### src/rtl/regfile_scoreboard_pkg.sv
// Shared constants for the integer register file and its issue scoreboard.
// Latency: n/a (constants only).
// Backpressure: n/a.
//
// Holds the default register width and address width, the register count
// derived from them, and the hard-wired zero register address.
package regfile_scoreboard_pkg;

  localparam int XLEN_DEFAULT   = 32;
  localparam int AWIDTH_DEFAULT = 5;
  localparam int NREGS_DEFAULT  = 1 << AWIDTH_DEFAULT;

  // Address of the hard-wired zero register: never written, never reserved.
  localparam int REG_ZERO = 0;

endpackage : regfile_scoreboard_pkg

### src/rtl/regfile_scoreboard_mux.sv
// Generic N-way bus multiplexer: selects one BUSWIDTH slice of a flattened bus.
// Latency: combinational.
// Backpressure: none.
//
// Ports:
//   indata  - 2**SELWIDTH slices, slice i at [BUSWIDTH*i +: BUSWIDTH]
//   sel     - slice index
//   outdata - selected slice
module regfile_scoreboard_mux #(
  parameter int BUSWIDTH = 32,
  parameter int SELWIDTH = 5
) (
  input  logic [BUSWIDTH*(2**SELWIDTH)-1:0] indata,
  input  logic [SELWIDTH-1:0]               sel,
  output logic [BUSWIDTH-1:0]               outdata
);

  assign outdata = indata[sel*BUSWIDTH +: BUSWIDTH];

endmodule : regfile_scoreboard_mux

### src/rtl/regfile_scoreboard.sv
// Integer register file (1 write, 2 read ports) with a per-register busy scoreboard.
// Latency: reads combinational with write-first bypass; regs/busy/count update 1 cycle after the edge.
// Backpressure: issue_ready drops while a source or destination register is reserved and not being written back.
//
// Ports:
//   clk, rst                    - core clock, synchronous active-high reset
//   wr_en/wr_addr/wr_data       - writeback port (also releases the reservation)
//   rs1_addr/rs1_data, rs2_*    - combinational read ports
//   regs_flat                   - all registers, register i at [XLEN*i +: XLEN]
//   issue_valid/issue_rd        - issue stage request and its destination (0 = none)
//   issue_ready                 - no hazard on rs1/rs2/rd this cycle
//   busy_flat, pending_cnt      - reservation bits and their registered popcount
module regfile_scoreboard
  import regfile_scoreboard_pkg::*;
#(
  parameter int XLEN   = XLEN_DEFAULT,
  parameter int AWIDTH = AWIDTH_DEFAULT,
  localparam int NREGS = 1 << AWIDTH
) (
  input  logic                    clk,
  input  logic                    rst,
  input  logic                    wr_en,
  input  logic [AWIDTH-1:0]       wr_addr,
  input  logic [XLEN-1:0]         wr_data,
  input  logic [AWIDTH-1:0]       rs1_addr,
  input  logic [AWIDTH-1:0]       rs2_addr,
  output logic [XLEN-1:0]         rs1_data,
  output logic [XLEN-1:0]         rs2_data,
  output logic [XLEN*NREGS-1:0]   regs_flat,
  input  logic                    issue_valid,
  input  logic [AWIDTH-1:0]       issue_rd,
  output logic                    issue_ready,
  output logic [NREGS-1:0]        busy_flat,
  output logic [AWIDTH:0]         pending_cnt
);

  localparam logic [AWIDTH-1:0] ZERO_ADDR = AWIDTH'(REG_ZERO);
  localparam logic [NREGS-1:0]  ONE_BIT   = NREGS'(1);

  logic              wr_live;
  logic [NREGS-1:0]  wr_mask;
  logic [NREGS-1:0]  busy_eff;
  logic              issue_fire;
  logic [NREGS-1:0]  set_mask;
  logic [NREGS-1:0]  busy_next;
  logic [AWIDTH:0]   cnt_next;
  logic [XLEN-1:0]   rs1_mux;
  logic [XLEN-1:0]   rs2_mux;

  // Writes to the zero register are dropped everywhere: data, bypass, and release.
  assign wr_live = wr_en && (wr_addr != ZERO_ADDR);
  assign wr_mask = wr_live ? (ONE_BIT << wr_addr) : '0;

  // A writeback landing this cycle already satisfies any waiter on that register.
  assign busy_eff = busy_flat & ~wr_mask;

  // Ready is a pure hazard check; it does not look at issue_valid.
  assign issue_ready = ~(busy_eff[rs1_addr] | busy_eff[rs2_addr] | busy_eff[issue_rd]);

  assign issue_fire = issue_valid && issue_ready && (issue_rd != ZERO_ADDR);
  assign set_mask   = issue_fire ? (ONE_BIT << issue_rd) : '0;

  // Clear first, then set: a same-cycle reservation of the written register survives.
  assign busy_next = (busy_flat & ~wr_mask) | set_mask;

  always_comb begin
    cnt_next = '0;
    for (int i = 0; i < NREGS; i++) begin
      cnt_next = cnt_next + {{AWIDTH{1'b0}}, busy_next[i]};
    end
  end

  // Register 0 is never written, so its slice of regs_flat stays at its reset value of 0.
  always_ff @(posedge clk) begin
    if (rst) begin
      regs_flat   <= '0;
      busy_flat   <= '0;
      pending_cnt <= '0;
    end else begin
      if (wr_live) begin
        regs_flat[wr_addr*XLEN +: XLEN] <= wr_data;
      end
      busy_flat   <= busy_next;
      pending_cnt <= cnt_next;
    end
  end

  regfile_scoreboard_mux #(
    .BUSWIDTH (XLEN),
    .SELWIDTH (AWIDTH)
  ) u_rs1_mux (
    .indata  (regs_flat),
    .sel     (rs1_addr),
    .outdata (rs1_mux)
  );

  regfile_scoreboard_mux #(
    .BUSWIDTH (XLEN),
    .SELWIDTH (AWIDTH)
  ) u_rs2_mux (
    .indata  (regs_flat),
    .sel     (rs2_addr),
    .outdata (rs2_mux)
  );

  // Write-first bypass sits after the mux so the flattened bus stays purely registered.
  assign rs1_data = (wr_live && (wr_addr == rs1_addr)) ? wr_data : rs1_mux;
  assign rs2_data = (wr_live && (wr_addr == rs2_addr)) ? wr_data : rs2_mux;

endmodule : regfile_scoreboard

### config.mk
export PLATFORM = sky130hd
export DESIGN_NAME = regfile_scoreboard
export DESIGN_NICKNAME = d
export VERILOG_FILES = /design/src/rtl/regfile_scoreboard_pkg.sv /design/src/rtl/regfile_scoreboard_mux.sv /design/src/rtl/regfile_scoreboard.sv
export SDC_FILE = /design/constraint.sdc
export NUM_CORES = 2
export LEC_CHECK = 0
export BUFFER_PORTS_ARGS = -buffer_cell sky130_fd_sc_hd__buf_2
export CAP_MARGIN = 20
export CORE_AREA = 2 2 462 464
export CTS_CLUSTER_SIZE = 12
export DETAILED_ROUTE_END_ITERATION = 8
export DIE_AREA = 0 0 464 466
export PLACE_DENSITY = 0.46
export SLEW_MARGIN = 0
export SYNTH_ARGS = -nofsm -noshare
export SYNTH_HDL_FRONTEND = slang
export SYNTH_SLANG_ARGS = --single-unit
### constraint.sdc
create_clock -name clk -period 11.5 [get_ports clk]
set_input_delay 1.725 -clock clk [delete_from_list [all_inputs] [get_ports clk]]
set_output_delay 1.725 -clock clk [all_outputs]
set_load 0.005 [all_outputs]
==> metrics.txt <==
gr ovfl total=0; Setup Crit Path Kind=in2reg; first-iteration detailed-routing DRC count=about 7000; starting density of the core=27.37%; CTS Hold Bufs=0; slowest stage delay, CP=roughly 580 ps; slowest CP cell=fa_1; Final ANT Viol Nets=0; Synth async-reset ratio=0%; Pre-Repair DR Iteration Count=6; CTS max path bufs=3; Post-Syn Area=around 58000 µm²; Cell Rows=169; outcome=completed; P_leak=~28 nW; dominant synthesized flop cell=dfxtp_1; Max-cap violations=0; worst hold path type=reg2reg; antenna violations before repair=41; Top-Level Pins=1183; Setup Fix Bufs, Post-CTS=0; Fin Setup TNS=0 ps; dpl cells=approximately 9900; cells after synthesis=6422; commonest cells after routing, fill and taps aside=nor2_1, buf_2, dfxtp_1; Yosys reg bits=around 1100; endpoint class of the critical path=flop; number of global-route vias before repair=approximately 57000; Flop pwr share=between 30% and 40%; DR vias/cell=between 5 and 6; Mapped Nets=around 6500; switching share of power=roughly 29%; Final Skew=30.38 ps; CTS tree=yes; critical path fanouts, max=roughly 40; syn_area_per_cell=about 9 µm²; switching power=0.002720 W; clock power share=between 50% and 60%; internal power=0.006722 W; H-tree depth=4; Synth cell types=66; Total GRT Usage=37.70%; Final setup viols=0; Final period util=between 80 and 90%; Combinational Power Share=under 10%; pin count of the biggest net entering global routing=190; Setup WS pre-CTS=approximately 1100 ps; final max-slew violation count=0; Post-DP HPWL=roughly 320 mm; CTS buffer count=between 100 and 150; post-cts resize count=0; final hold vios=0; highest clock rate=103.0 MHz; unrepaired setup endpoints after global routing=false; layout cells sized above 1=about 30%; area growth from synthesis to layout=22.91%; DR vias=59972; Post-synth EDFFs=0; worst-margin pin slew=between 1000 and 1500 ps; routability cong.=0.9798; RR Startpoint=busy_flat[1]; Post-Layout Cell Count=10151; PortBufs=1182; Critical Path Source Type=input pin; Rel. slew slack=about a fifth; Power Dens Cells=approximately 130 nW/µm²; Worst-Skew Late Latency=just over 800 ps; most common cell after layout, fill and taps aside=nor2_1; nets=approximately 7300; final core occ=around 34%; first-pass GRT wire length=roughly 550 mm; WP data arrival=a little over 10000 ps; die height=between 400 and 500 µm; Die X=approximately 460 µm; FILL cells=around 22000; VDD IR-drop max=approximately 0.00017 V; Crit path required time=around 12000 ps; Ys Warns=0; post-layout minimum cycle time=between 9000 and 10000 ps; core footprint=between 200000 and 250000 µm²; clk sinks=1062; Hold Startpoint=regs_flat[101]; die area=between 200000 and 250000 µm²; Reg clk slew, reported paths=around 60 ps; Avg WL per Cell=slightly above 40 µm; sequential fraction of the synthesis area=between 30% and 40%; Setup crit start=wr_addr[0]; Final WS setup=about 1800 ps; wirelength, routed=422.1 mm; Root Buffer=clkbuf_16; # DRC=0; Worst path most repeated cell=fa_1
==> Yosys cell counts (all sizes together) (4+ instances only) <==
cell	n	share of area, %
o22ai	17	0.18
nand4	68	0.75
nor4	72	0.78
nor2b	45	0.49
nor2	1467	9.5
o31a	10	0.15
fa	24	0.83
mux2i	72	1.2
dfxtp	1062	37
ha	14	0.30
o2111ai	11	0.17
inv	40	0.26
mux4	640	25
nor3	346	3.0
o21ai	130	1.1
o211ai	13	0.17
buf	131	1.0
a21oi	1007	8.7
nor3b	4	0.052
clkbuf	527	3.4
nand3	182	1.6
and3	5	0.054
a22oi	5	0.065
and2	12	0.13
o21a	7	0.091
nand2	400	2.6
or4	5	0.065
xor2	5	0.076
nand2b	26	0.29
o31ai	14	0.20
or3	10	0.11
xnor2	8	0.12
==> power by group through the flow <==
stage               combinational (W)  sequential [W]  clock [W]
CTS                          0.000922         0.00370    0.00485
global route                 0.000945         0.00370    0.00499
detailed placement           0.000920         0.00378          0
finish                       0.000930         0.00370    0.00481
global placement             0.000921         0.00378          0
floorplan                    0.000485         0.00377          0
==> worst max-delay path, delay by kind of cell <==
kind	cells	cell delay (ps)
adders and majority gates	10	4240
buffers and inverters	10	1720
xor gates and xnor gates	1	150
AOI/OAI and AO/OA	5	1280
and+or+nand+nor	6	1230
==> final timing paths <==
check	end	slack [ps]	cells past startpoint
setup reg to reg	pending_cnt[4]	4310	26
setup / recovery	pending_cnt[4]	1790	32
hold / removal	regs_flat[101]	490	2
hold reg to reg	regs_flat[101]	490	2
==> layout make-up <==
class	instances	area (µm²)	share of cell area (%)
inverters	41	163.9	0.2307
multi-input cells	4661	34160	48.08
flip-flops and latches	1062	21260	29.92
clock buffers	197	4100	5.770
repair buffers	1289	6883	9.687
diodes	23	57.56	0.08100
well taps	2821	3530	4.968
clock inverters	57	899.6	1.266
==> metal layers <==
layer  vias up  GRT usage [%]  share of wire [%]
li1      24742              -                  -
met1     30540          38.36                 33
met2      3631          62.23                 47
met3      1055          10.88                9.0
met4         4          35.51                 11
met5         -              0             0.0064
==> registers in the layout, indices dropped and copies added, names as in the netlist <==
name,flops
busy_flat,32
regs_flat,1024
pending_cnt,6
==> through the flow <==
| stage | total power (W) | instance area, µm² | hold WS, ps |
|---|---|---|---|
| 5_1_grt | 0.009634 | 71010 | 507.5 |
| 6_report | 0.009443 | 71050 | 489.2 |
| 2_1_floorplan | 0.004259 | 57810 | 467.6 |
| 3_3_place_gp | 0.004702 | 65990 | 468.6 |
| 4_1_cts | 0.009472 | 70990 | 488.4 |
| 3_5_place_dp | 0.004701 | 65990 | 479.6 |
==> cell families (layout without fill, tap and decap cells) <==
family | count (synthesis) | after routing | share of synthesized area, %
flip-flops | 1062 | 1062 | 36.78
other | 0 | 23 | 0
AO/OA/AOI/OAI | 1241 | 1241 | 11.27
buffers and inverters | 699 | 1584 | 4.734
multiplexers | 712 | 712 | 26.18
XOR/XNOR | 13 | 13 | 0.1970
adder cells (fa/ha/maj) | 38 | 38 | 1.134
AND/OR/NAND/NOR | 2657 | 2657 | 19.70
No activity file was read; power rests on OpenSTA's default activity.
